### config.mk
export PLATFORM = sky130hd
export DESIGN_NAME = turbo_iter_ctrl
export DESIGN_NICKNAME = d
export VERILOG_FILES = /design/src/rtl/turbo_pkg.sv /design/src/rtl/turbo_perm.sv /design/src/rtl/turbo_iter_ctrl.sv
export SDC_FILE = /design/constraint.sdc
export NUM_CORES = 1
export LEC_CHECK = 0
export BUFFER_PORTS_ARGS = -buffer_cell sky130_fd_sc_hd__buf_2
export CORE_MARGIN = 5
export CORE_UTILIZATION = 50
export CTS_CLUSTER_SIZE = 8
export DETAILED_ROUTE_END_ITERATION = 8
export PLACE_DENSITY = 0.7
export SLEW_MARGIN = 20
export SYNTH_ARGS = -nofsm -noshare
export SYNTH_HDL_FRONTEND = slang
export SYNTH_SLANG_ARGS = --single-unit
### constraint.sdc
create_clock -name clk_i -period 7.3 [get_ports clk_i]
set_clock_uncertainty 0.2 [all_clocks]
set_input_delay 0.365 -clock clk_i [delete_from_list [all_inputs] [get_ports clk_i]]
set_output_delay 0.365 -clock clk_i [all_outputs]
set_load 0.05 [all_outputs]
### src/rtl/turbo_pkg.sv
// rtl/turbo_pkg.sv - widths, FSM encoding and extrinsic arithmetic shared by the turbo iteration controller
package turbo_pkg;
    localparam int DW        = 10;
    localparam int SW        = 4;
    localparam int N_INFO    = 5;
    localparam int N_EXT     = 7;
    localparam int EXT_SHIFT = 1;
    localparam int TIMEOUT   = 16;
    localparam logic [3*N_INFO-1:0] PERM_DEFAULT = {3'd0, 3'd3, 3'd1, 3'd4, 3'd2};

    typedef enum logic [2:0] {
        S_IDLE,
        S_LOAD,
        S_ISSUE,
        S_WAIT,
        S_UPDATE,
        S_DONE
    } state_t;

    // -2^(DW-1) is excluded from the range: the Siso uses it as negative infinity
    localparam logic signed [DW+2:0] SAT_MAX = (DW+3)'(2**(DW-1) - 1);
    localparam logic signed [DW+2:0] SAT_MIN = -SAT_MAX;

    function automatic logic [DW-1:0] sat_dw(input logic signed [DW+2:0] v);
        if (v > SAT_MAX) return SAT_MAX[DW-1:0];
        if (v < SAT_MIN) return SAT_MIN[DW-1:0];
        return v[DW-1:0];
    endfunction

    function automatic logic [DW-1:0] ext_calc(input logic [DW-1:0] llr,
                                               input logic [SW-1:0] sys,
                                               input logic [DW-1:0] ext_in);
        logic signed [DW+2:0] acc;
        acc = {{3{llr[DW-1]}}, llr}
            - {{(DW+2-SW){sys[SW-1]}}, sys, 1'b0}
            - {{2{ext_in[DW-1]}}, ext_in, 1'b0};
        acc = acc >>> EXT_SHIFT;
        return sat_dw(acc);
    endfunction
endpackage

### src/rtl/turbo_perm.sv
// rtl/turbo_perm.sv - combinational 7-lane interleaver/deinterleaver, tail lanes pass straight through
module turbo_perm
    import turbo_pkg::*;
#(
    parameter int                  WIDTH   = DW,
    parameter logic [3*N_INFO-1:0] PERM    = PERM_DEFAULT,
    parameter bit                  INVERSE = 1'b0
) (
    input  logic [N_EXT*WIDTH-1:0] src_data,
    output logic [N_EXT*WIDTH-1:0] dst_data
);
    // Lane g of the output is fed from lane src_lane(g); lane 0 sits in the MSBs
    function automatic int src_lane(input int g);
        if (g >= N_INFO) return g;
        if (!INVERSE) return int'(PERM[3*g +: 3]);
        for (int j = 0; j < N_INFO; j++) begin
            if (int'(PERM[3*j +: 3]) == g) return j;
        end
        return g;
    endfunction

    for (genvar g = 0; g < N_EXT; g++) begin : g_lane
        localparam int SRC = src_lane(g);
        assign dst_data[(N_EXT-1-g)*WIDTH +: WIDTH] = src_data[(N_EXT-1-SRC)*WIDTH +: WIDTH];
    end
endmodule

### src/rtl/turbo_iter_ctrl.sv
// rtl/turbo_iter_ctrl.sv - time-shares one Siso between both constituent decoders and issues hard decisions
module turbo_iter_ctrl
    import turbo_pkg::*;
(
    input  logic                  clk_i,
    input  logic                  reset_n_i,
    input  logic                  start_i,
    input  logic [3:0]            max_iter_i,
    input  logic [N_EXT*SW-1:0]   sys_i,
    input  logic [N_EXT*SW-1:0]   enc1_i,
    input  logic [N_EXT*SW-1:0]   enc2_i,
    output logic                  siso_read_en_o,
    output logic [N_EXT*SW-1:0]   siso_sys_o,
    output logic [N_EXT*SW-1:0]   siso_enc_o,
    output logic [N_EXT*DW-1:0]   siso_ext_o,
    input  logic [N_EXT*DW-1:0]   siso_llr_i,
    input  logic                  siso_finish_i,
    output logic                  busy_o,
    output logic                  done_o,
    output logic [N_INFO-1:0]     bits_o,
    output logic                  error_o
);
    localparam logic [4:0] TMO_LAST = 5'(TIMEOUT - 2);

    state_t               state;
    logic [N_EXT*SW-1:0]  sys_q;
    logic [N_EXT*SW-1:0]  enc1_q;
    logic [N_EXT*SW-1:0]  enc2_q;
    logic [3:0]           max_iter_q;
    logic [3:0]           iter_q;
    logic                 half_q;
    logic [N_EXT*DW-1:0]  ext12_q;
    logic [N_EXT*DW-1:0]  ext21_q;
    logic [N_EXT*DW-1:0]  llr_q;
    logic [4:0]           tmo_cnt;

    logic [N_EXT*SW-1:0]  sys_int;
    logic [N_EXT*DW-1:0]  e_lane;
    logic [N_EXT*DW-1:0]  e_int;
    logic [N_EXT*DW-1:0]  e_deint;
    logic [N_EXT*DW-1:0]  llr_deint;
    logic [N_INFO-1:0]    dec;

    turbo_perm #(.WIDTH(SW), .INVERSE(1'b0)) u_sys_int   (.src_data(sys_q),  .dst_data(sys_int));
    turbo_perm #(.WIDTH(DW), .INVERSE(1'b0)) u_ext_int   (.src_data(e_lane), .dst_data(e_int));
    turbo_perm #(.WIDTH(DW), .INVERSE(1'b1)) u_ext_deint (.src_data(e_lane), .dst_data(e_deint));
    turbo_perm #(.WIDTH(DW), .INVERSE(1'b1)) u_llr_deint (.src_data(llr_q),  .dst_data(llr_deint));

    // New extrinsic is formed in the order the Siso just worked in; the perms map it to the other half
    for (genvar k = 0; k < N_EXT; k++) begin : g_ext
        assign e_lane[(N_EXT-1-k)*DW +: DW] = ext_calc(llr_q[(N_EXT-1-k)*DW +: DW],
                                                       siso_sys_o[(N_EXT-1-k)*SW +: SW],
                                                       siso_ext_o[(N_EXT-1-k)*DW +: DW]);
    end

    for (genvar i = 0; i < N_INFO; i++) begin : g_dec
        localparam int LSB = (N_EXT-1-i)*DW;
        assign dec[i] = !llr_deint[LSB+DW-1] && (llr_deint[LSB +: DW] != '0);
    end

    always_ff @(posedge clk_i or negedge reset_n_i) begin
        if (!reset_n_i) begin
            state          <= S_IDLE;
            sys_q          <= '0;
            enc1_q         <= '0;
            enc2_q         <= '0;
            max_iter_q     <= '0;
            iter_q         <= '0;
            half_q         <= 1'b0;
            ext12_q        <= '0;
            ext21_q        <= '0;
            llr_q          <= '0;
            tmo_cnt        <= '0;
            siso_read_en_o <= 1'b0;
            siso_sys_o     <= '0;
            siso_enc_o     <= '0;
            siso_ext_o     <= '0;
            busy_o         <= 1'b0;
            done_o         <= 1'b0;
            bits_o         <= '0;
            error_o        <= 1'b0;
        end else begin
            siso_read_en_o <= 1'b0;
            done_o         <= 1'b0;
            case (state)
                S_IDLE: begin
                    if (start_i) begin
                        sys_q      <= sys_i;
                        enc1_q     <= enc1_i;
                        enc2_q     <= enc2_i;
                        max_iter_q <= (max_iter_i == 4'd0) ? 4'd1 : max_iter_i;
                        ext12_q    <= '0;
                        ext21_q    <= '0;
                        iter_q     <= '0;
                        half_q     <= 1'b0;
                        error_o    <= 1'b0;
                        busy_o     <= 1'b1;
                        state      <= S_LOAD;
                    end
                end
                S_LOAD: begin
                    siso_sys_o     <= half_q ? sys_int : sys_q;
                    siso_enc_o     <= half_q ? enc2_q : enc1_q;
                    siso_ext_o     <= half_q ? ext12_q : ext21_q;
                    siso_read_en_o <= 1'b1;
                    state          <= S_ISSUE;
                end
                S_ISSUE: begin
                    tmo_cnt <= '0;
                    state   <= S_WAIT;
                end
                S_WAIT: begin
                    if (siso_finish_i) begin
                        llr_q <= siso_llr_i;
                        state <= S_UPDATE;
                    end else if (tmo_cnt == TMO_LAST) begin
                        error_o <= 1'b1;
                        bits_o  <= '0;
                        done_o  <= 1'b1;
                        state   <= S_DONE;
                    end else begin
                        tmo_cnt <= tmo_cnt + 5'd1;
                    end
                end
                S_UPDATE: begin
                    half_q <= !half_q;
                    if (!half_q) begin
                        ext12_q <= e_int;
                        state   <= S_LOAD;
                    end else begin
                        ext21_q <= e_deint;
                        iter_q  <= iter_q + 4'd1;
                        if ({1'b0, iter_q} + 5'd1 == {1'b0, max_iter_q}) begin
                            bits_o <= dec;
                            done_o <= 1'b1;
                            state  <= S_DONE;
                        end else begin
                            state <= S_LOAD;
                        end
                    end
                end
                S_DONE: begin
                    busy_o <= 1'b0;
                    state  <= S_IDLE;
                end
                default: state <= S_IDLE;
            endcase
        end
    end
endmodule

==> flow_metrics.env <==
export IMPL_cp_required_ns=7.57
export IMPL_cts_max_path_buffers=3
export IMPL_post_route_period_util_pct=60.5
export IMPL_overflow=0
export IMPL_firstDrtPassIters=5
export IMPL_ys_types=83
export IMPL_most_common_layout_cells="dfrtp_1 (443), nand2_1 (410), buf_2 (293)"
export IMPL_critPathLaunch="siso_sys_o[27]$_DFFE_PN0P_"
export IMPL_port_buffers=294
export IMPL_initial_core_util_pct=50.5
export IMPL_status="completed"
export IMPL_synth_seq_area_share_pct=46.1
export IMPL_maxCapViolations=0
export IMPL_setup_tns_ns=0
export IMPL_wl_um=70500
export IMPL_relSlewSlack_pct=28.4
export IMPL_setup_viol_count_final=0
export IMPL_yosysTopAreaCellShare_pct=46.1
export IMPL_synth_edff_count=0
export IMPL_drive_gt1_share_pct=17.0
export IMPL_final_common_cell="dfrtp_1"
export IMPL_finalHoldViolations=0
export IMPL_gr_usage_all_layers_pct=26.5
export IMPL_grt_start_max_net_pins=176
export IMPL_synth_fp_nets=2764
export IMPL_area_growth_pct=21.7
export IMPL_ios=297
export IMPL_fill_cells=3868
export IMPL_cp_end_kind="flop"
export IMPL_antenna_found_initial=2
export IMPL_ctsResizeCount=0
export IMPL_worstSkewPairLatency_ns=0.63
export IMPL_cp_arrival_ns=4.68
export IMPL_drcViolationCount=0
export IMPL_root_buffer="clkbuf_16"
export IMPL_cp_slowest_cell="xor2_1"
export IMPL_coreArea_sq_mm=0.0477
export IMPL_min_path_type="in -> async"
export IMPL_endpoint="ext21_q[42]$_DFFE_PN0P_"
export IMPL_htreeDepth=2
export IMPL_first_global_vias=20600
export IMPL_dp_hpwl_um=47600
export IMPL_worst_slew_pin_slew_ns=1.07
export IMPL_max_freq_mhz=226
export IMPL_crit_cells=11
export IMPL_cts_tree="built"
export IMPL_design_die_area_sq_mm=0.0527
export IMPL_vias=20000
export IMPL_ys_top_cells_by_area="dfrtp_1 (46%), nand2_1 (6.4%), fa_1 (5.2%), mux2i_1 (4.9%), ha_1 (4.2%)"
export IMPL_rsz0062_at_grt="false"
export IMPL_die_h_um=230
export IMPL_rows=80
export IMPL_critPathTopFamily="compound AO/OA/AOI/OAI gates"
export IMPL_grt_pass1_wl_um=113000
export IMPL_max_stage_delay_ns=0.81
export IMPL_wl_per_cell_um=20.2
export IMPL_final_nets=3178
export IMPL_synthFlopType="dfrtp_1"
export IMPL_dr_first_iter_drc_count=1409
export IMPL_r2r_end="ext21_q[42]$_DFFE_PN0P_"
export IMPL_ys_async_sr_fraction_pct=100
export IMPL_die_x_um=230
export IMPL_regToRegStartpoint="siso_sys_o[27]$_DFFE_PN0P_"
export IMPL_cp_max_fo=14
export IMPL_start_kind="flop"
export IMPL_synth_seq_cells=444
export IMPL_cts_sinks=444
export IMPL_via_per_inst=5.72
export IMPL_reg2reg_slack_ns=2.88
export IMPL_antenna_left=0
export IMPL_clk_pin_slew_ns=0.05
export IMPL_cts_buffers=61
export IMPL_syn_inst=2459
export IMPL_yosysTopAreaCell="dfrtp_1"
export IMPL_min_period_ns=4.42
export IMPL_reg2regPathDepth=11
export IMPL_path_cells="inv_1, fa_1, ha_1, and2_1, a221oi_1, nand3_1, a31oi_1, xor2_1, nor3_1, a211oi_1, o31ai_1"
export IMPL_avgSynthCellArea_sq_um=9.80
export IMPL_synthesis_area_sq_mm=0.0241
export IMPL_ys_warn_count=0
export IMPL_slew_violations=0
export IMPL_gp_congestion=0.891
export IMPL_setup_worst_path_class="reg -> reg"
export IMPL_critPathBufInv=1
[worst min-delay path by stage]
stage / from / endpoint / slack (ns) / depth (start not counted)
final: reset_n_i / llr_q[8]$_DFFE_PN0P_ / 0.16 / 2
after detailed placement: enc1_q[17]$_DFFE_PN0P_ / enc1_q[17]$_DFFE_PN0P_ / 0.26 / 2
after global placement: sys_q[0]$_DFFE_PN0P_ / sys_q[0]$_DFFE_PN0P_ / 0.25 / 2
after global routing: reset_n_i / llr_q[8]$_DFFE_PN0P_ / 0.24 / 2
after CTS: reset_n_i / llr_q[8]$_DFFE_PN0P_ / 0.20 / 2
after floorplan: reset_n_i / bits_o[0]$_DFFE_PN0P_ / -0.13 / 0
[layout make-up]
type,count,area (sq um),area share (%)
antenna,4,10.0,0.0341
clock buffer,65,1550,5.29
clock inverter,3,37.5,0.128
inverter,118,443,1.51
multi-input combinational,1774,12100,41.4
sequential,444,11100,37.9
tap,615,769,2.62
timing repair buffer,474,3270,11.2
[cells in the mapped netlist (5+ instances only)]
cell type    n
o41ai_1      5
o311ai_0     7
maj3_1      17
nor4_1      13
and3_1       7
nand2_1    412
nand3b_1     5
xor2_1      35
and2_1      16
xnor2_1     38
a32o_1      10
or2_2        6
o21ai_0     99
a311oi_1     5
nor2b_1     12
a31oi_1     12
nand3_1     83
nand2b_1    20
a22o_1      19
fa_1        63
buf_1       21
and4_1       5
inv_1      118
nor2_1     188
o21a_1      18
a41oi_1      5
dfrtp_1    444
mux2_2      74
nor3_1      40
a211oi_1    10
nand4_1      8
clkbuf_1    97
a21o_1      18
a221oi_1     5
a21oi_1    179
a22oi_1      9
or3_1        5
ha_1        80
mux2i_1    117
o21ai_1     11
o211ai_1    23
o31a_1       6
o22ai_1      5
o31ai_1     16
[cell families (layout without fill, tap and decap cells)]
kind of cell               Yosys count  in the layout  synth area share [%]
DFF                                444            444                  46.1
xor gates and xnor gates            73             73                  2.65
adders and majority gates          163            163                  10.2
AOI/OAI and AO/OA                  505            505                  13.5
buffers and inverters              241            660                  3.82
and+or+nand+nor                    842            842                  15.4
muxes                              191            191                  8.32
other                                0              4                     0
[what timing repair did]
action	in CTS	in global routing
hold buffers	160	0
buffers inserted	0	0
endpoints found under the hold margin	264	0
[per-stage QoR]
step	worst slack [ns]	std cells	utilization (%)	area (sq um)	hold WS [ns]
2_1_floorplan	3.38	2459	-	24100	-0.131
3_3_place_gp	2.92	3264	54.7	26100	0.253
3_5_place_dp	2.93	3264	54.7	26100	0.261
4_1_cts	2.91	3492	61.4	29300	0.196
5_1_grt	2.62	3495	61.4	29300	0.235
6_report	2.88	3497	61.4	29300	0.164
[registers in the layout (all words and copies together) (netlist names), 3 cells and up]
name,cells
enc1_q,28
bits_o,5
iter_q,4
siso_ext_o,70
siso_enc_o,28
siso_sys_o,28
max_iter_q,4
sys_q,28
enc2_q,28
ext12_q,70
tmo_cnt,5
ext21_q,70
state,3
llr_q,68
[worst reg2reg max path: stages (launching register included)]
cell	delay [ns]
dfrtp_1	0.42
inv_1	0.36
fa_1	0.49
ha_1	0.36
and2_1	0.21
a221oi_1	0.31
nand3_1	0.15
a31oi_1	0.34
xor2_1	0.81
nor3_1	0.22
a211oi_1	0.29
o31ai_1	0.11
[metal layers]
| layer | vias up | global-route usage (%) | routed length (um) |
|---|---|---|---|
| li1 | 9343 | - | - |
| met1 | 9899 | 35.2 | 30200 |
| met2 | 626 | 44.0 | 34100 |
| met3 | 141 | 4.64 | 3680 |
| met4 | 0 | 9.85 | 2490 |
| met5 | - | 0 | 0 |
Power is left out: the tool's default activity adds up to more than one toggle a clock period on the data nets, which glitch-free logic cannot reach.
